[src/rtl/ttl163_timer_pkg.sv]
// Shared types and constants for the TTL163-based timer controller.
package ttl163_timer_pkg;

  // Width of one cascaded counter cell.
  localparam int STAGE_W = 4;

  // Controller states.
  typedef enum logic [1:0] {
    IDLE = 2'd0,
    LOAD = 2'd1,
    RUN  = 2'd2
  } timer_state_e;

endpackage

[src/rtl/TTL74x163a.sv]
// Behavioural model of one 74x163 cell: synchronous clear, synchronous load,
// count enabled by CEP&CET, ripple carry TC = CET & (Q == 15).
module TTL74x163a
  import ttl163_timer_pkg::*;
(
  input  logic               clk,
  input  logic               sr_n,
  input  logic               pe_n,
  input  logic               cep,
  input  logic               cet,
  input  logic [STAGE_W-1:0] p,
  output logic [STAGE_W-1:0] q,
  output logic               tc
);

  // Counter register: clear beats load, load beats count, otherwise hold.
  always_ff @(posedge clk) begin
    if (!sr_n) begin
      q <= {STAGE_W{1'b0}};
    end else if (!pe_n) begin
      q <= p;
    end else if (cep && cet) begin
      q <= q + {{(STAGE_W-1){1'b0}}, 1'b1};
    end else begin
      q <= q;
    end
  end

  assign tc = cet & (q == {STAGE_W{1'b1}});

endmodule

[src/rtl/ttl163_timer_ctrl.sv]
// Programmable periodic / one-shot timer built from a chain of 74x163 cells.
// The chain is preset to 2^W - period and counts up; its terminal count marks
// an expiry, which either reloads the preset (periodic) or freezes the chain
// at all-ones and returns to IDLE (one-shot).
module ttl163_timer_ctrl
  import ttl163_timer_pkg::*;
#(
  parameter int STAGES = 2
) (
  input  logic                       clk,
  input  logic                       rst,
  input  logic                       start,
  input  logic                       stop,
  input  logic                       oneshot,
  input  logic                       cfg_we,
  input  logic [STAGE_W*STAGES-1:0]  cfg_period,
  output logic                       busy,
  output logic                       tick,
  output logic                       done,
  output logic [STAGE_W*STAGES-1:0]  count
);

  localparam int W = STAGE_W * STAGES;

  timer_state_e        state_r;
  timer_state_e        state_nxt_s;
  logic [W-1:0]        shadow_r;
  logic [W-1:0]        period_r;
  logic                oneshot_r;
  logic                tick_r;
  logic                done_r;
  logic                busy_r;
  logic                capture_s;
  logic                done_set_s;

  logic                cep_s;
  logic                cet_s;
  logic                pe_n_s;
  logic                sr_n_s;
  logic [W-1:0]        preset_s;
  logic [STAGES-1:0]   stage_tc_s;
  logic                chain_tc_s;

  // Two's-complement of the period: counting up from here hits all-ones after period-1 steps.
  assign preset_s   = {W{1'b0}} - period_r;
  assign chain_tc_s = &stage_tc_s;

  // Counter chain: carry ripples through CET, all other controls are shared.
  for (genvar g = 0; g < STAGES; g++) begin : g_stage
    logic cet_g_s;
    if (g == 0) begin : g_first
      assign cet_g_s = cet_s;
    end else begin : g_next
      assign cet_g_s = stage_tc_s[g-1];
    end
    TTL74x163a u_cell (
      .clk  (clk),
      .sr_n (sr_n_s),
      .pe_n (pe_n_s),
      .cep  (cep_s),
      .cet  (cet_g_s),
      .p    (preset_s[STAGE_W*g +: STAGE_W]),
      .q    (count[STAGE_W*g +: STAGE_W]),
      .tc   (stage_tc_s[g])
    );
  end

  // Chain controls, decoded directly from state, reset, stop and terminal count.
  always_comb begin
    cep_s  = 1'b0;
    cet_s  = 1'b0;
    pe_n_s = 1'b1;
    sr_n_s = 1'b1;
    if (rst) begin
      sr_n_s = 1'b0;
    end else begin
      case (state_r)
        IDLE: begin
          cet_s = 1'b0;
        end
        LOAD: begin
          cet_s = 1'b1;
          if (stop) begin
            pe_n_s = 1'b1;
          end else begin
            pe_n_s = 1'b0;
          end
        end
        RUN: begin
          cet_s = 1'b1;
          if (stop) begin
            cep_s = 1'b0;
          end else if (chain_tc_s && oneshot_r) begin
            cep_s = 1'b0;
          end else if (chain_tc_s) begin
            cep_s  = 1'b1;
            pe_n_s = 1'b0;
          end else begin
            cep_s = 1'b1;
          end
        end
        default: begin
          cet_s = 1'b0;
        end
      endcase
    end
  end

  // Next-state logic; stop wins over start, restart wins over one-shot expiry.
  always_comb begin
    state_nxt_s = state_r;
    capture_s   = 1'b0;
    done_set_s  = 1'b0;
    case (state_r)
      IDLE: begin
        if (start && !stop) begin
          state_nxt_s = LOAD;
          capture_s   = 1'b1;
        end else begin
          state_nxt_s = IDLE;
        end
      end
      LOAD: begin
        if (stop) begin
          state_nxt_s = IDLE;
        end else if (start) begin
          state_nxt_s = LOAD;
          capture_s   = 1'b1;
        end else begin
          state_nxt_s = RUN;
        end
      end
      RUN: begin
        if (stop) begin
          state_nxt_s = IDLE;
        end else if (start) begin
          state_nxt_s = LOAD;
          capture_s   = 1'b1;
        end else if (chain_tc_s && oneshot_r) begin
          state_nxt_s = IDLE;
          done_set_s  = 1'b1;
        end else begin
          state_nxt_s = RUN;
        end
      end
      default: begin
        state_nxt_s = IDLE;
      end
    endcase
  end

  // State register and registered status outputs.
  always_ff @(posedge clk or posedge rst) begin
    if (rst) begin
      state_r <= IDLE;
      tick_r  <= 1'b0;
      done_r  <= 1'b0;
      busy_r  <= 1'b0;
    end else begin
      state_r <= state_nxt_s;
      tick_r  <= (state_r == RUN) && chain_tc_s;
      busy_r  <= (state_nxt_s != IDLE);
      if (capture_s) begin
        done_r <= 1'b0;
      end else if (done_set_s) begin
        done_r <= 1'b1;
      end else begin
        done_r <= done_r;
      end
    end
  end

  // Shadow period, plus the period and mode frozen for the current run.
  always_ff @(posedge clk or posedge rst) begin
    if (rst) begin
      shadow_r  <= {W{1'b1}};
      period_r  <= {W{1'b1}};
      oneshot_r <= 1'b0;
    end else begin
      if (capture_s) begin
        period_r  <= shadow_r;
        oneshot_r <= oneshot;
      end else begin
        period_r  <= period_r;
        oneshot_r <= oneshot_r;
      end
      if (cfg_we && (cfg_period != {W{1'b0}})) begin
        shadow_r <= cfg_period;
      end else begin
        shadow_r <= shadow_r;
      end
    end
  end

  assign tick = tick_r;
  assign done = done_r;
  assign busy = busy_r;

endmodule

[config.mk]
export PLATFORM = sky130hd
export DESIGN_NAME = ttl163_timer_ctrl
export DESIGN_NICKNAME = d
export VERILOG_FILES = /design/src/rtl/ttl163_timer_pkg.sv /design/src/rtl/TTL74x163a.sv /design/src/rtl/ttl163_timer_ctrl.sv
export SDC_FILE = /design/constraint.sdc
export NUM_CORES = 1
export LEC_CHECK = 0
export CORE_MARGIN = 1.5
export CORE_UTILIZATION = 25
export CTS_CLUSTER_DIAMETER = 100
export DETAILED_ROUTE_END_ITERATION = 8
export MAX_ROUTING_LAYER = met4
export PLACE_DENSITY = 0.53
export SLEW_MARGIN = 10
export SYNTH_ARGS = -nofsm -noshare
export SYNTH_HDL_FRONTEND = slang
export SYNTH_SLANG_ARGS = --single-unit
[constraint.sdc]
create_clock -name clk -period 4 [get_ports clk]
set_input_delay 1.2 -clock clk [delete_from_list [all_inputs] [get_ports clk]]
set_output_delay 1.2 -clock clk [all_outputs]
set_load 0.05 [all_outputs]
==> run metrics <==
outcome=finished clean; #FFs+latches synth=30; placed insts=258; switch share=28.48%; Worst R2R Setup Slack=1890 ps; post-CTS sizing=0; Slowest-stage cell, CP=clkdlybuf4s50_1; Peak Freq=0.3471 GHz; Clk pwr share=30.5%; grt met3 use=3.082%; dominant cells by area after synthesis=dfstp_2, dfxtp_1, dfrtp_1; DR vias/cell=4.771; Core Box Area=6277 um^2; Setup Skew=1.023 ps; post-synth cell types=46; LEAKAGE=0.8067 nW; max_slew headroom=43.00%; Syn. warnings=0; most frequent cells in the layout=nand2_1, clkdlybuf4s50_1, dfstp_2; vias in the first global route=1,327; Post-Syn Nets=180; Post-Syn Area per Cell=10.12 um^2; initial antenna violation count=0; Mapped Cells=159; CTS sink cnt=30; worst reg-to-reg path cell count=7; Detailed Route Iter0 Violations=38; global-route usage over all layers=11.37%; fin cells=266; met1 Usage GRT=12.39%; Max Root-Sink Buffers=2; Power Internal=0.0005769 W; Combinational Power Share=21.3%; startpoint types=input pin; setup ws final=1119 ps; Pre-antenna DRT Iters=4; Worst VDD drop=0.0001523 V; largest net degree at the start of global routing=23; Final Hold Vio Count=0; Clock H-tree levels=2; Psw=0.0002297 W; commonest non-fill, non-tap cell in the layout=nand2_1; CTS tree=done; worst min-delay path class=flop to flop; Setup WS pre-CTS=852.3 ps; top-area cell type share of the netlist area=26.13%; Final HPWL DP=2562 um; vias=1,269; GR peak layer=met2; Initial Utilization=25.63%; Worst Path Class, Setup=input pin to flop; first-pass GRT wire length=6175 um; crit-path max cell delay=580 ps; number of port buffers=24; total gr overflow=0; Reg2Reg Launch Point=state_r[0]; antenna fix cells=0; Setup Buffers After CTS=0; Buf+Inv Stages, Crit Path=2; total power divided by cell area=397.0 nW/um^2; top-level I/O count=25; Least-Margin Pin Slew=854.0 ps; cell row count=29; CP Launch Point=rst; Total Wirelength=3422 um; DRC=0; fin. max-slew vios=0; reg-to-reg critical path endpoint=g_stage[1].u_cell.q[3]; sequential fraction of the synthesis area=45.41%; ANT nets after route=0; post-layout minimum cycle time=2881 ps; clk_lat worst skew=270 ps; clock root cell=clkbuf_8; share of layout cells above drive strength 1=23.28%; die width=83.23 um; dominant cell type by area after synthesis=dfstp_2; Seq pwr share=48.1%; Worst Path Required=4200 ps; met2 Use GR=19.44%; CP Cell Sequence=clkdlybuf4s50_1, nand2b_1, o41ai_1, nand3_1, buf_4, mux2i_1, a211oi_2; CP top delay family=buffers and inverters; maxcap violations=0; CTS buffer count=5; # setup viols final=0; CP max FO=14; Clock transition at path regs=60 ps; Worst EP arrival=3080 ps; die area=6926 um^2; die height=83.23 um; wire per inst=12.86 um; P&R area growth vs syn=26.28%; mapped cell area=1609 um^2; Crit. End Element=flop; layout net count=209; Levels on crit path=7; GP Congestion=0.7488; setup TNS=0 ps; Setup crit end=g_stage[1].u_cell.q[1]; RSZ-0062 raised after global routing=no; Tcrit/Tclk final=72.02%; Hold Buf Count CTS=0
-- per-stage QoR --
step,hold slack (ps),util [%],power [W],area (um^2)
finish,456.6,32.37,0.0008067,2032
global route,479.5,32.37,0.0008567,2032
CTS,461.5,32.37,0.0008219,2032
detailed placement,450.4,30.91,0.0005679,1941
global placement,449.8,30.91,0.0005653,1941
floorplan,436.8,-,0.0005111,1609
-- area by class of cell --
type,instances,area (um^2)
Clock inverter,1,5.005
Sequential cell,30,730.7
Multi-Input combinational cell,116,824.5
Timing Repair Buffer,26,255.2
Tap cell,77,96.34
Inverter,9,33.78
Clock buffer,7,86.33
Fill cell,665,4245
-- worst min path at each step --
stage                      startpoint     endpoint  cells past startpoint  slack, ps
final                     shadow_r[7]  shadow_r[7]                      2        460
after global routing      shadow_r[2]  shadow_r[2]                      2        480
after CTS                 shadow_r[7]  shadow_r[7]                      2        460
after detailed placement  shadow_r[6]  shadow_r[6]                      2        450
after global placement    shadow_r[3]  shadow_r[3]                      2        450
after floorplan           shadow_r[2]  shadow_r[2]                      2        440
-- worst min-delay path, cell delays in order, from the launching register on --
cell	delay, ps
dfstp_2	370
nand2_1	50
nand2_1	40
-- state kept, by name, indices dropped and copies added (netlist names) --
signal	cells
oneshot_r	1
done	1
period_r	8
busy	1
state_r	2
shadow_r	8
g_stage.u_cell.q	8
tick	1
-- cell usage after synthesis (all sizes together) --
master / number
o21bai: 1
buf: 2
dfrtp: 6
nand4: 2
a21oi: 3
nor3b: 1
nand2b: 3
nor2: 13
and2: 1
nor4: 2
or4: 3
dfxtp: 8
a311oi: 1
nor2b: 1
nor3: 2
o32ai: 2
o311a: 1
inv: 9
a211oi: 6
a21boi: 3
xnor2: 5
nand2: 26
mux2: 7
o21ba: 1
o41ai: 1
o21ai: 5
clkbuf: 2
and4b: 1
ha: 7
dfstp: 16
nand3: 4
nand3b: 1
xor2: 4
and4: 1
mux2i: 5
o211a: 1
o21a: 1
a22o: 1
-- per-layer routing --
metal	vias up	wire (um)
met1	613	1487
met2	28	1744
li1	620	-
met5	-	0
met3	8	128
met4	0	62
-- power by group through the flow --
stage               Sequential (W)  Clock [W]  Combinational [W]
floorplan                 0.000405          0           0.000106
global route              0.000395   0.000271           0.000191
CTS                       0.000389   0.000258           0.000175
detailed placement        0.000394          0           0.000174
global placement          0.000393          0           0.000172
finish                    0.000388   0.000246           0.000172
-- kinds of logic (layout without fill, tap and decap cells) --
| logic type | count (synthesis) | after routing | share of synthesized area [%] |
|---|---|---|---|
| AOI/OAI and AO/OA | 27 | 27 | 14.15 |
| DFF | 30 | 30 | 45.41 |
| adders and majority gates | 7 | 7 | 5.443 |
| buffers and inverters | 13 | 43 | 3.344 |
| xor gates and xnor gates | 9 | 9 | 4.899 |
| muxes | 12 | 12 | 8.010 |
| and+or+nand+nor | 61 | 61 | 18.74 |
No activity file was read; power rests on OpenSTA's default activity.
